## config.mk

```make
export PLATFORM = sky130hd
export DESIGN_NAME = wb_stage_flat
export DESIGN_NICKNAME = d
export VERILOG_FILES = /design/src/rtl/wb_stage_if.sv /design/src/rtl/wb_stage.sv /design/src/flat_wrapper.sv
export SDC_FILE = /design/constraint.sdc
export NUM_CORES = 1
export LEC_CHECK = 0
export ABC_AREA = 1
export BUFFER_PORTS_ARGS = -buffer_cell sky130_fd_sc_hd__buf_2
export CAP_MARGIN = 25
export CORE_MARGIN = 5
export CORE_UTILIZATION = 45
export DETAILED_ROUTE_END_ITERATION = 8
export PLACE_DENSITY = 0.81
export REMOVE_ABC_BUFFERS = 1
export SLEW_MARGIN = 40
export SYNTH_ARGS = -nofsm -noshare
export SYNTH_HDL_FRONTEND = slang
export SYNTH_SLANG_ARGS = --single-unit
```

## constraint.sdc

```tcl
create_clock -name CLK -period 7 [get_ports CLK]
set_input_delay 0.35 -clock CLK [delete_from_list [all_inputs] [get_ports CLK]]
set_output_delay 0.35 -clock CLK [all_outputs]
set_load 0.1 [all_outputs]
```

## src/rtl/wb_stage_if.sv

```systemverilog
// Write-back stage bus: the retiring-instruction fields in, the regfile write port,
// the decode bypass, the load fault flag and the retire counter out.
interface wb_stage_if #(
  parameter int XLEN  = 32,
  parameter int CNT_W = 32
);
  logic             STALL;
  logic             FLUSH;
  logic             IN_VALID;
  logic             REG_WRITE;
  logic [4:0]       RD_ADDR;
  logic [1:0]       RESULT_SRC;
  logic [XLEN-1:0]  ALU_RESULT;
  logic [XLEN-1:0]  READ_DATA;
  logic [XLEN-1:0]  PC_PLUS4;
  logic [XLEN-1:0]  IMM_EXT;
  logic [2:0]       LOAD_F3;

  logic [4:0]       A3;
  logic [XLEN-1:0]  WD3;
  logic             WE;
  logic             FWD_VALID;
  logic [4:0]       FWD_ADDR;
  logic [XLEN-1:0]  FWD_DATA;
  logic             LOAD_ERR;
  logic [CNT_W-1:0] INSTRET;

  modport master (
    output STALL, FLUSH, IN_VALID, REG_WRITE, RD_ADDR, RESULT_SRC,
           ALU_RESULT, READ_DATA, PC_PLUS4, IMM_EXT, LOAD_F3,
    input  A3, WD3, WE, FWD_VALID, FWD_ADDR, FWD_DATA, LOAD_ERR, INSTRET
  );

  modport slave (
    input  STALL, FLUSH, IN_VALID, REG_WRITE, RD_ADDR, RESULT_SRC,
           ALU_RESULT, READ_DATA, PC_PLUS4, IMM_EXT, LOAD_F3,
    output A3, WD3, WE, FWD_VALID, FWD_ADDR, FWD_DATA, LOAD_ERR, INSTRET
  );
endinterface

```

## src/rtl/wb_stage.sv

```systemverilog
// MEM/WB pipeline register and write-back stage: result select, load extension,
// regfile write port with same-cycle bypass, load fault detection, INSTRET.
module wb_stage #(
  parameter int XLEN  = 32,
  parameter int CNT_W = 32
) (
  input  logic      CLK,
  input  logic      RST,
  wb_stage_if.slave wb
);

  localparam logic [1:0] SRC_ALU  = 2'b00;
  localparam logic [1:0] SRC_LOAD = 2'b01;
  localparam logic [1:0] SRC_PC4  = 2'b10;

  localparam logic [2:0] F3_LB  = 3'b000;
  localparam logic [2:0] F3_LH  = 3'b001;
  localparam logic [2:0] F3_LW  = 3'b010;
  localparam logic [2:0] F3_LBU = 3'b100;
  localparam logic [2:0] F3_LHU = 3'b101;

  // Pick the addressed byte/half out of the aligned word and extend it.
  function automatic logic [XLEN-1:0] load_extend(input logic [2:0]      f3,
                                                  input logic [1:0]      lsb,
                                                  input logic [XLEN-1:0] word);
    logic signed [7:0]      b;
    logic signed [15:0]     h;
    logic signed [XLEN-1:0] r;
    b = word[8*lsb +: 8];
    h = word[16*lsb[1] +: 16];
    case (f3)
      F3_LB:   r = XLEN'(b);
      F3_LBU:  r = XLEN'($unsigned(b));
      F3_LH:   r = XLEN'(h);
      F3_LHU:  r = XLEN'($unsigned(h));
      default: r = word;
    endcase
    return $unsigned(r);
  endfunction

  function automatic logic load_fault(input logic [2:0] f3, input logic [1:0] lsb);
    logic f;
    case (f3)
      F3_LB, F3_LBU: f = 1'b0;
      F3_LH, F3_LHU: f = lsb[0];
      F3_LW:         f = (lsb != 2'b00);
      default:       f = 1'b1;
    endcase
    return f;
  endfunction

  logic             vld_p1;
  logic             reg_write_p1;
  logic [4:0]       rd_p1;
  logic [1:0]       src_p1;
  logic [XLEN-1:0]  alu_p1;
  logic [XLEN-1:0]  rdata_p1;
  logic [XLEN-1:0]  pc4_p1;
  logic [XLEN-1:0]  imm_p1;
  logic [2:0]       f3_p1;
  logic [CNT_W-1:0] instret_q;

  logic [XLEN-1:0]  result;
  logic             load_err;
  logic             we;

  // ---- MEM -> WB boundary: FLUSH beats STALL beats capture ----
  always_ff @(posedge CLK or posedge RST) begin
    if (RST) begin
      vld_p1       <= 1'b0;
      reg_write_p1 <= 1'b0;
      rd_p1        <= '0;
      src_p1       <= '0;
      alu_p1       <= '0;
      rdata_p1     <= '0;
      pc4_p1       <= '0;
      imm_p1       <= '0;
      f3_p1        <= '0;
    end else if (wb.FLUSH) begin
      vld_p1       <= 1'b0;
    end else if (!wb.STALL) begin
      vld_p1       <= wb.IN_VALID;
      reg_write_p1 <= wb.REG_WRITE;
      rd_p1        <= wb.RD_ADDR;
      src_p1       <= wb.RESULT_SRC;
      alu_p1       <= wb.ALU_RESULT;
      rdata_p1     <= wb.READ_DATA;
      pc4_p1       <= wb.PC_PLUS4;
      imm_p1       <= wb.IMM_EXT;
      f3_p1        <= wb.LOAD_F3;
    end
  end

  // ---- WB: result select, fault check, write enable ----
  always_comb begin
    result = imm_p1;
    case (src_p1)
      SRC_ALU:  result = alu_p1;
      SRC_LOAD: result = load_extend(f3_p1, alu_p1[1:0], rdata_p1);
      SRC_PC4:  result = pc4_p1;
      default:  result = imm_p1;
    endcase
  end

  always_comb begin
    load_err = vld_p1 && (src_p1 == SRC_LOAD) && load_fault(f3_p1, alu_p1[1:0]);
    we       = vld_p1 && reg_write_p1 && (rd_p1 != 5'd0) && !load_err;
  end

  // A stalled entry does not retire yet; a flushed-over entry departs and does.
  always_ff @(posedge CLK or posedge RST) begin
    if (RST) begin
      instret_q <= '0;
    end else if (vld_p1 && !wb.STALL && !load_err) begin
      instret_q <= instret_q + CNT_W'(1);
    end
  end

  assign wb.A3        = rd_p1;
  assign wb.WD3       = result;
  assign wb.WE        = we;
  assign wb.FWD_VALID = we;
  assign wb.FWD_ADDR  = rd_p1;
  assign wb.FWD_DATA  = result;
  assign wb.LOAD_ERR  = load_err;
  assign wb.INSTRET   = instret_q;

endmodule
```

## src/flat_wrapper.sv

```systemverilog
// flat-port wrapper written by rule: the top's interface ports become plain ports
module wb_stage_flat 
#(
  parameter int XLEN  = 32,
  parameter int CNT_W = 32
)
  (CLK, RST, wb_STALL, wb_FLUSH, wb_IN_VALID, wb_REG_WRITE, wb_RD_ADDR, wb_RESULT_SRC, wb_ALU_RESULT, wb_READ_DATA, wb_PC_PLUS4, wb_IMM_EXT, wb_LOAD_F3, wb_A3, wb_WD3, wb_WE, wb_FWD_VALID, wb_FWD_ADDR, wb_FWD_DATA, wb_LOAD_ERR, wb_INSTRET);
  wb_stage_if #(.XLEN(XLEN), .CNT_W(CNT_W)) wb_i ();
  input  logic CLK;
  input  logic RST;
  input wire logic [$bits(wb_i.STALL)-1:0] wb_STALL;
  input wire logic [$bits(wb_i.FLUSH)-1:0] wb_FLUSH;
  input wire logic [$bits(wb_i.IN_VALID)-1:0] wb_IN_VALID;
  input wire logic [$bits(wb_i.REG_WRITE)-1:0] wb_REG_WRITE;
  input wire logic [$bits(wb_i.RD_ADDR)-1:0] wb_RD_ADDR;
  input wire logic [$bits(wb_i.RESULT_SRC)-1:0] wb_RESULT_SRC;
  input wire logic [$bits(wb_i.ALU_RESULT)-1:0] wb_ALU_RESULT;
  input wire logic [$bits(wb_i.READ_DATA)-1:0] wb_READ_DATA;
  input wire logic [$bits(wb_i.PC_PLUS4)-1:0] wb_PC_PLUS4;
  input wire logic [$bits(wb_i.IMM_EXT)-1:0] wb_IMM_EXT;
  input wire logic [$bits(wb_i.LOAD_F3)-1:0] wb_LOAD_F3;
  output wire logic [$bits(wb_i.A3)-1:0] wb_A3;
  output wire logic [$bits(wb_i.WD3)-1:0] wb_WD3;
  output wire logic [$bits(wb_i.WE)-1:0] wb_WE;
  output wire logic [$bits(wb_i.FWD_VALID)-1:0] wb_FWD_VALID;
  output wire logic [$bits(wb_i.FWD_ADDR)-1:0] wb_FWD_ADDR;
  output wire logic [$bits(wb_i.FWD_DATA)-1:0] wb_FWD_DATA;
  output wire logic [$bits(wb_i.LOAD_ERR)-1:0] wb_LOAD_ERR;
  output wire logic [$bits(wb_i.INSTRET)-1:0] wb_INSTRET;
  assign wb_i.STALL = wb_STALL;
  assign wb_i.FLUSH = wb_FLUSH;
  assign wb_i.IN_VALID = wb_IN_VALID;
  assign wb_i.REG_WRITE = wb_REG_WRITE;
  assign wb_i.RD_ADDR = wb_RD_ADDR;
  assign wb_i.RESULT_SRC = wb_RESULT_SRC;
  assign wb_i.ALU_RESULT = wb_ALU_RESULT;
  assign wb_i.READ_DATA = wb_READ_DATA;
  assign wb_i.PC_PLUS4 = wb_PC_PLUS4;
  assign wb_i.IMM_EXT = wb_IMM_EXT;
  assign wb_i.LOAD_F3 = wb_LOAD_F3;
  assign wb_A3 = wb_i.A3;
  assign wb_WD3 = wb_i.WD3;
  assign wb_WE = wb_i.WE;
  assign wb_FWD_VALID = wb_i.FWD_VALID;
  assign wb_FWD_ADDR = wb_i.FWD_ADDR;
  assign wb_FWD_DATA = wb_i.FWD_DATA;
  assign wb_LOAD_ERR = wb_i.LOAD_ERR;
  assign wb_INSTRET = wb_i.INSTRET;
  wb_stage #(.XLEN(XLEN), .CNT_W(CNT_W)) u_core (.CLK(CLK), .RST(RST), .wb(wb_i));
endmodule
```

==> impl_metrics.yaml, run 1 <==
timing:
  rsz0062_at_grt: "no"
  clock_skew_ns: 0.0123
  period_share: 0.496
  max_freq_mhz: 288
  finalSetupViolations: 0
  finalHoldViolCount: 0
  final-max-slew-violation-count: 0
  max_slew_margin: 0.456
  tightestPinTransition_ns: 0.817
  finalCriticalPeriod_ns: 3.48
flow_run:
  drv_cap: 0
grt:
  grt_pass1_vias: 7971
  grt_overflow: 0
  grt_max_degree: 201
  grt_pass1_wl_microns: 41000
  antenna_found_initial: 9
  groute.usage.overall: 0.216
critical_path:
  worstSetupStartpoint: "u_core.alu_p1[1]"
  worst_ep_arrival_time_ns: 3.13
  cp-start-kind: "register"
  crit_chain: "inv_2 -> nand2_4 -> nand3_2 -> nand2_2 -> nand2_4 -> nand3_4 -> nand2_1 -> a21oi_1 -> buf_2"
  cpMaxStageDelayCell: "dfrtp_1"
  cp_data_required_time_ns: 6.65
  cp_max_fo: 27
  path_delay_family: "flip-flops"
  worst_path_largest_cell_delay_ns: 0.88
  end_kind: "primary output"
  rr_startpoint: "u_core.src_p1[0]"
  path_class: "register to primary output"
  worst-path-buf-inv: 2
  crit_top_cell: "nand2_4"
floorplanning:
  core_area_sq_um: 20200
  die_x_microns: 153
  io-pin-count: 253
  start_util: 0.455
  row_count: 52
  die_h_microns: 153
  die_area_sq_um: 23400
clock_tree:
  clk_pin_slew_ns: 0.07
  cts_root_buf: "clkbuf_16"
  cts_max_level: 4
  cts.sinks: 172
  clock_path_buffers: 2
  clk-insertion-delay-late_ns: 0.43
  cts_inserted_buffers: 17
  post_cts_buffers: 0
  hold_buffers: 0
  cts_resized: 0
  cts_tree: "built"
status:
  status: "complete, no violations"
yosys:
  synth_warnings: 0
  synth_edf_count: 0
  synthFlopType: "dfrtp_1"
  syn_area_per_cell_sq_um: 8.49
  syn_area_sq_um: 9190
  ys_seq_area_frac: 0.469
  ys_seq_elements: 172
  async_flop_share: 1.00
  syn_inst: 1082
  yosysUniqueCellTypes: 40
hold_path:
  worstHoldPathType: "primary input to asynchronous set/reset pin"
routing:
  ant_nets: 0
  avgViaCountPerCell: 5.22
  routedWlPerCell_microns: 16.5
  vias: 8118
  finalWirelength_microns: 25700
  drtIter0Drc: 570
  route.detailed.drc: 0
  drt_pass1_iterations: 5
placed_design:
  dp.final_hpwl_microns: 18400
  numPortBuffers: 252
  gp_routability_congestion: 0.897
  dpl_cell_area_sq_um: 10300
power_and_ir_drop:
  p_per_area_nw_per_um2: 338
  cellLeakagePower_nw: 5.18
  total_power_mw: 3.68
  ir_worst_vdd_v: 0.000299
layout:
  finalNetCount: 1414
  final_common_cell: "nand2_1"
  mostFrequentLayoutCells: "nand2_1 (293), buf_2 (252), dfrtp_1 (172)"
  fin_util: 0.540
  fillCellCount: 1838
  finalInstanceArea_sq_um: 10900
  area_delta_synth_final_pct: 18.5
  drive_gt1_frac: 0.321
worst reg2reg max path, stage by stage, from the launching register on:
cell and delay [ns]:
dfrtp_1 0.51, inv_4 0.32, nor2_8 0.06, inv_2 0.45, nor2_2 0.09, nand2_1 0.14, nand2_2 0.37, o21ai_0 0.30
nand2_1 0.07
through the flow:
step                cells  hold WS (ns)  worst slack [ns]  TNS [ns]
finish               1556        0.0250              3.52         0
global route         1555        0.0940              3.32         0
CTS                  1551        0.0459              3.58         0
detailed placement   1519         0.496              4.06         0
global placement     1519         0.488              4.09         0
floorplan             991         0.422            -0.692    -75.38
state kept, by name (all words and copies together), names as in the netlist:
register,count
u_core.imm_p1,32
u_core.pc4_p1,32
u_core.wb.A3,5
u_core.src_p1,2
u_core.wb.INSTRET,32
u_core.alu_p1,32
u_core.rdata_p1,32
u_core.vld_p1,1
u_core.f3_p1,3
u_core.reg_write_p1,1
synthesized netlist by cell type, drive strengths merged (4+ instances only):
library cell | n | share of area
nand4 | 5 | 0.0034
a221oi | 6 | 0.0057
mux2 | 78 | 0.096
o211ai | 7 | 0.0057
xnor2 | 4 | 0.0038
dfrtp | 172 | 0.47
xor2 | 6 | 0.0057
o22ai | 5 | 0.0034
nand3b | 21 | 0.017
nand2 | 307 | 0.13
nor2 | 88 | 0.040
nand3 | 19 | 0.012
inv | 79 | 0.033
buf | 72 | 0.054
a21oi | 91 | 0.054
o21ai | 92 | 0.050
clkbuf | 19 | 0.0078
cell families after synthesis:
group / Yosys count / share of synthesized area
AOI/OAI and AO/OA: 207 / 0.124
xor gates and xnor gates: 10 / 0.00954
adders and majority gates: 1 / 0.00136
buffers and inverters: 170 / 0.0948
DFF: 172 / 0.469
muxes: 78 / 0.0956
and+or+nand+nor: 444 / 0.206
metal layers:
metal | wire length [microns] | part of all wire | track usage
met5 | 60 | 0.0023 | 0
met4 | 601 | 0.023 | 0.0759
met3 | 2240 | 0.087 | 0.0588
met2 | 12600 | 0.49 | 0.354
met1 | 10300 | 0.40 | 0.278
area by class of cell:
type	instances	area (sq um)	share of cell area
inverter	79	307	0.0282
sequential	172	4300	0.395
multi-input combinational	740	4020	0.369
clock inverter	14	130	0.0120
timing repair buffer	259	1350	0.124
tap	270	338	0.0310
antenna	4	10.0	0.000919
clock buffer	18	429	0.0394
power breakdown:
part / leakage (nW) / internal (mW) / switching (mW) / total [mW]
Combinational: 2.81 / 0.282 / 1.28 / 1.57
Sequential: 2.12 / 1.12 / 0.0872 / 1.20
Clock: 0.257 / 0.470 / 0.440 / 0.910
Total: 5.18 / 1.87 / 1.81 / 3.68
path summary, 6_finish.rpt:
check / endpoint / slack, ns / cells past startpoint
max in group asynchronous: u_core.src_p1[0] / 5.79 / 3
setup reg to reg: u_core.wb.INSTRET[8] / 4.58 / 8
min in group CLK: u_core.pc4_p1[19] / 0.12 / 3
hold / removal: u_core.wb.INSTRET[16] / 0.03 / 2
hold reg to reg: u_core.imm_p1[18] / 0.51 / 1
setup / recovery: wb_FWD_DATA[18] / 3.52 / 9
(Power assumes the default switching activity.)
==> run 2, diff against run 1 <==
--- a/config.mk
+++ b/config.mk
@@ -5,13 +5,13 @@
 export SDC_FILE = /design/constraint.sdc
 export NUM_CORES = 1
 export LEC_CHECK = 0
-export ABC_AREA = 1
+export ABC_AREA = 0
 export BUFFER_PORTS_ARGS = -buffer_cell sky130_fd_sc_hd__buf_2
 export CAP_MARGIN = 25
 export CORE_MARGIN = 5
 export CORE_UTILIZATION = 45
 export DETAILED_ROUTE_END_ITERATION = 8
-export PLACE_DENSITY = 0.81
+export PLACE_DENSITY = 0.85
 export REMOVE_ABC_BUFFERS = 1
 export SLEW_MARGIN = 40
 export SYNTH_ARGS = -nofsm -noshare
==> constraint.sdc (replaced) <==
create_clock -name CLK -period 3 [get_ports CLK]
set_input_delay 0.15 -clock CLK [delete_from_list [all_inputs] [get_ports CLK]]
set_output_delay 0.15 -clock CLK [all_outputs]
set_load 0.1 [all_outputs]
==> run 2 against run 1 <==
Against the previous run: worst setup slack worse by 3.4 ns; utilization is 15 points higher; clock skew down 0.0041 ns; critical path type unchanged.
==> impl_metrics.yaml, run 2 <==
yosys:
  ys_seq_elements: 172
  synth_compound_area_frac: 0.0820
  yosysTopAreaCellShare: 0.518
  ys_seq_area_frac: 0.518
  yosysMostFrequentCell: "dfrtp_1"
  synth_xor_area_frac: 0.0326
  syn_area_sq_um: 8320
  syn_inst: 715
  syn_area_per_cell_sq_um: 11.6
  synthFlopType: "dfrtp_1"
  synthAdderAreaFrac: 0.00150
  synth_top_area_cell: "dfrtp_1"
  synth_warnings: 0
  synth_commonest_cells: "dfrtp_1 (172), mux2_2 (137), o21ai_0 (73)"
  yosysUniqueCellTypes: 43
  muxShareOfSynthArea: 0.220
  async_flop_share: 1.00
  synthTopCellsByArea: "dfrtp_1 (52%), mux2_2 (19%), o21ai_0 (4.4%)"
  synth_edf_count: 0
  synth_top_family_by_area: "multiplexers"
  yosys.area_share.simple: 0.0894
grt:
  grt_pass1_wl_microns: 43200
  grt_overflow: 0
  antenna_found_initial: 3
  groute.usage.overall: 0.257
  grt_max_degree: 76
  grt_pass1_vias: 7897
floorplanning:
  die_area_sq_um: 21300
  die_x_microns: 146
  start_util: 0.460
  die_h_microns: 146
  row_count: 49
  io-pin-count: 253
  core_area_sq_um: 18100
power_and_ir_drop:
  cellLeakagePower_nw: 5.65
  combPwrFrac: 0.473
  p_int_mw: 5.40
  total_power_mw: 9.72
  pwr-share-clk: 0.233
  seqPwrFrac: 0.294
  switching_share: 0.444
  p_sw_mw: 4.32
  ir_worst_vdd_v: 0.000640
  p_per_area_nw_per_um2: 780
timing:
  fin_setup_tns_ns: 0
  period_share: 0.942
  tightestPinTransition_ns: 0.707
  setup_ws_ns: 0.175
  finalCriticalPeriod_ns: 2.83
  rsz0062_at_grt: "no"
  finalSetupViolations: 0
  max_freq_mhz: 354
  max_slew_margin: 0.524
  clock_skew_ns: 0.00818
  finalHoldViolCount: 0
  final-max-slew-violation-count: 0
placed_design:
  dp.final_hpwl_microns: 17300
  numPortBuffers: 252
  pre_cts_slack_ns: 0.385
  gp_routability_congestion: 0.832
  dpl_cell_area_sq_um: 10400
routing:
  drt_pass1_iterations: 5
  ant_nets: 0
  finalWirelength_microns: 27100
  drtIter0Drc: 441
  vias: 7178
  routedWlPerCell_microns: 20.6
  route.detailed.drc: 0
  avgViaCountPerCell: 5.46
flow_run:
  drv_cap: 0
clock_tree:
  cts_root_buf: "clkbuf_16"
  cts_max_level: 4
  cts.sinks: 172
  clk_pin_slew_ns: 0.06
  cts_inserted_buffers: 17
  clk-insertion-delay-late_ns: 0.43
  clock_path_buffers: 2
  cts_tree: "built"
critical_path:
  cp-start-kind: "register"
  cpMaxStageDelayCell: "buf_2"
  cp_max_fo: 10
  cp_data_required_time_ns: 2.85
  path_delay_family: "simple AND/OR/NAND/NOR gates"
  crit_chain: "buf_4 -> nand2b_1 -> nor2_1 -> a22oi_1 -> o221ai_1 -> o311a_1 -> buf_2"
  path_class: "register to primary output"
  end_kind: "primary output"
  worst_ep_arrival_time_ns: 2.68
  worst-path-buf-inv: 2
  worst_path_largest_cell_delay_ns: 0.45
layout:
  mostFrequentLayoutCells: "buf_2 (199), dfrtp_1 (170), dlygate4sd3_1 (141)"
  seq_area_sq_um: 4310
  drive_gt1_frac: 0.420
  multi_input_area_sq_um: 3560
  final_common_cell: "buf_2"
  fillCellCount: 1181
  finalNetCount: 1215
  finalInstanceArea_sq_um: 12500
  area_delta_synth_final_pct: 49.9
hold_path:
  worstHoldPathType: "primary input to register"
status:
  status: "complete, no violations"
[run 2: changes by cell type in the layout (fill, tap and decap cells not counted), moves of 24 or more]
cell           before  now
o21ai_0            81   57
mux2i_1             0   24
inv_1              72    5
nand2_1           293   54
mux2_2             78  137
dlygate4sd3_1       0  141
buf_12              1   58
a21oi_1            81   11
nor2_1             79   32
buf_2             252  199
[run 2: final cells by class]
type                            instances  area share
Clock inverter                         11      0.0105
Antenna cell                            3    0.000602
Multi-Input combinational cell        460       0.285
Tap cell                              229      0.0230
Timing Repair Buffer                  412       0.295
Sequential cell                       172       0.346
Clock buffer                           21      0.0377
Inverter                                7     0.00251
[run 2: power by group through the flow]
stage                     Clock [mW]  Sequential (mW)  Combinational, mW
after floorplan                    0             3.19               2.64
after global placement             0             2.87               4.34
after detailed placement           0             2.89               4.39
after CTS                       2.29             2.84               4.55
after global routing            2.39             2.89               4.75
final                           2.27             2.86               4.60
[run 2: final timing paths]
path                       slack [ns]                     to                   from  cells after the start
max                              0.17              wb_WD3[2]        u_core.f3_p1[0]                      7
min                              0.03       u_core.alu_p1[0]       wb_ALU_RESULT[0]                      2
max reg2reg                      0.77  u_core.wb.INSTRET[31]       u_core.alu_p1[1]                      6
min reg2reg                      0.49  u_core.wb.INSTRET[31]  u_core.wb.INSTRET[31]                      1
max in group asynchronous        1.76       u_core.src_p1[0]                    RST                      4
min in group asynchronous        0.38  u_core.wb.INSTRET[29]                    RST                      3
[run 2: stage by stage]
| stage | utilization | hold WS [ns] | cells |
|---|---|---|---|
| floorplan | - | 0.216 | 639 |
| global placement | 0.577 | 0.311 | 1139 |
| detailed placement | 0.577 | 0.318 | 1139 |
| CTS | 0.688 | 0.00290 | 1312 |
| global route | 0.689 | 0.0127 | 1315 |
| finish | 0.689 | 0.0277 | 1315 |
[run 2: metal layers]
layer / routed length, microns / part of all wire / global-route usage / vias up
li1: - / - / - / 3239
met1: 10400 / 0.38 / 0.305 / 3542
met2: 14400 / 0.53 / 0.459 / 339
met3: 1650 / 0.061 / 0.0573 / 58
met4: 736 / 0.027 / 0.0869 / 0
met5: 0 / 0 / 0 / -
[run 2: timing repair]
item,in CTS,in global routing
hold buffers,141,0
hold endpoints to repair,211,0
endpoints found under the setup margin,14,28
setup buffers,0,0
gates resized for setup,3,17
[run 2: cell families (layout without fill, tap and decap cells)]
family | after synthesis | in the layout
flops | 172 | 172
mux | 163 | 163
simple gates | 148 | 148
compound gates | 117 | 117
buf+inv | 83 | 451
xor+xnor | 31 | 31
fa+ha+maj | 1 | 1
other cells | 0 | 3
==> run 3, diff against run 2 <==
--- a/config.mk
+++ b/config.mk
@@ -9,9 +9,10 @@
 export BUFFER_PORTS_ARGS = -buffer_cell sky130_fd_sc_hd__buf_2
 export CAP_MARGIN = 25
 export CORE_MARGIN = 5
-export CORE_UTILIZATION = 45
+export CORE_UTILIZATION = 47
 export DETAILED_ROUTE_END_ITERATION = 8
-export PLACE_DENSITY = 0.85
+export PLACE_DENSITY = 0.88
+export RECOVER_POWER = 25
 export REMOVE_ABC_BUFFERS = 1
 export SLEW_MARGIN = 40
 export SYNTH_ARGS = -nofsm -noshare
==> run 3 against run 2 <==
Against the previous run: the run now ends with capacitance limit, slew limit left; utilization rose by 2.3 points; first-iteration DRC count rose by 19%; die area fell by 4.0%; cell count barely moved; global-route usage rose by 1.2 points; via count rose by 2.0%.
==> impl_metrics.yaml, run 3 (synthesized netlist as in run 2, its figures left out) <==
layout:
  mostFrequentLayoutCells: "buf_2 (199), dfrtp_1 (170), dlygate4sd3_1 (141)"
  fillCellCount: 1106
  finalNetCount: 1220
  drive_gt1_frac: 0.415
  area_delta_synth_final_pct: 48.7
  finalInstanceArea_sq_um: 12400
  final_common_cell: "buf_2"
hold_path:
  worstHoldPathType: "primary input to register"
  min_from: "wb_IN_VALID"
  hold_end: "u_core.vld_p1"
  hold_path_depth: 3
routing:
  route.detailed.drc: 0
  drt_pass1_iterations: 6
  vias: 7318
  routedWlPerCell_microns: 20.9
  drtIter0Drc: 525
  avgViaCountPerCell: 5.56
  finalWirelength_microns: 27500
  ant_nets: 0
clock_tree:
  cts_root_buf: "clkbuf_16"
  post_cts_buffers: 0
  cts.sinks: 172
  cts_tree: "built"
  cts_max_level: 4
  cts_inserted_buffers: 17
  clock_path_buffers: 2
  clk-insertion-delay-late_ns: 0.43
  clk_pin_slew_ns: 0.06
critical_path:
  worstSetupStartpoint: "u_core.alu_p1[1]"
  worst_ep_arrival_time_ns: 2.74
  reg2reg_setup_slack_ns: 0.71
  reg2reg_to: "u_core.wb.INSTRET[1]"
  end_kind: "primary output"
  cpMaxStageDelayCell: "o21ai_0"
  cp-start-kind: "register"
  crit_chain: "mux2_2 -> mux2i_1 -> o21ai_0 -> nand2_1 -> o21ai_0 -> buf_12"
  path_class: "register to primary output"
  reg2reg_depth: 5
  worst_path_largest_cell_delay_ns: 0.74
  crit_top_cell: "o21ai_0"
  worst-path-buf-inv: 1
  rr_startpoint: "u_core.src_p1[0]"
  cp_data_required_time_ns: 2.85
  path_delay_family: "compound AO/OA/AOI/OAI gates"
  cp_max_fo: 11
timing:
  finalSetupViolations: 0
  max_slew_margin: -0.453
  finalCriticalPeriod_ns: 2.89
  final-max-slew-violation-count: 169
  max_freq_mhz: 346
  tightestPinTransition_ns: 2.18
  finalHoldViolCount: 0
  rsz0062_at_grt: "no"
  clock_skew_ns: 0.00895
  period_share: 0.963
grt:
  met3_usage: 0.0563
  grt_overflow: 0
  grt_max_degree: 99
  antenna_found_initial: 1
  use_met2: 0.478
  groute.usage.overall: 0.269
  grt_use_met1: 0.320
  grt_pass1_vias: 7890
  top_usage_layer: "met2"
  grt_pass1_wl_microns: 42500
power_and_ir_drop:
  cellLeakagePower_nw: 5.62
  total_power_mw: 9.71
  ir_worst_vdd_v: 0.000676
  p_per_area_nw_per_um2: 785
floorplanning:
  row_count: 48
  core_area_sq_um: 17400
  die_x_microns: 143
  die_h_microns: 143
  die_area_sq_um: 20500
  io-pin-count: 253
  start_util: 0.479
placed_design:
  gp_routability_congestion: 0.849
  dpl_cell_area_sq_um: 10400
  dp.final_hpwl_microns: 17700
  numPortBuffers: 252
flow_run:
  drv_cap: 2
status:
  status: "finished with violations"
  violations: "capacitance limit, slew limit"
## run 3: what timing repair did
action,CTS,global route
resized for setup,1,9
endpoints found under the hold margin,203,2
endpoints found under the setup margin,2,18
hold buffers,139,2
## run 3: worst min-delay path, delay by kind of cell
| kind | cells | cell delay, ns |
|---|---|---|
| buffers and inverters | 1 | 0.09 |
| multiplexers | 1 | 0.07 |
| AND/OR/NAND/NOR | 1 | 0.10 |
## run 3: worst max-delay path by stage
stage | to | cells after the start
after floorplan | u_core.alu_p1[0] | 2
after global placement | wb_FWD_DATA[29] | 6
after detailed placement | wb_WD3[28] | 7
after CTS | wb_FWD_DATA[29] | 6
after global routing | wb_FWD_DATA[30] | 6
final | wb_FWD_DATA[30] | 6
## run 3: layout make-up
class | count | area (sq um) | area share
multi-input combinational | 460 | 3550 | 0.287
inverter | 7 | 30.0 | 0.00243
tap | 225 | 282 | 0.0228
antenna | 3 | 7.51 | 0.000607
sequential | 172 | 4310 | 0.348
timing repair buffer | 417 | 3580 | 0.290
clock buffer | 24 | 502 | 0.0406
clock inverter | 8 | 108 | 0.00870
## run 3: layer usage
metal | share of wire | wire length, microns | up-vias
met5 | 0 | 0 | -
met4 | 0.034 | 948 | 0
met3 | 0.067 | 1830 | 74
met2 | 0.52 | 14400 | 384
met1 | 0.38 | 10300 | 3621
li1 | - | - | 3239
## run 3: stage by stage
step | instances | setup slack, ns | TNS, ns | hold WS (ns) | util
after floorplan | 639 | -3.86 | -989.26 | 0.216 | -
after global placement | 1140 | 0.542 | 0 | 0.290 | 0.597
after detailed placement | 1140 | 0.459 | 0 | 0.296 | 0.597
after CTS | 1311 | 0.00313 | 0 | 0.00321 | 0.712
after global routing | 1315 | 0.000502 | 0 | 0.0213 | 0.712
final | 1316 | 0.112 | 0 | 0.0375 | 0.712
## run 3: report_power, final
part / leakage (nW) / internal (mW) / total (mW) / switching, mW
Combinational: 3.24 / 1.45 / 4.57 / 3.12
Clock: 0.297 / 1.34 / 2.27 / 0.925
Sequential: 2.09 / 2.62 / 2.88 / 0.252
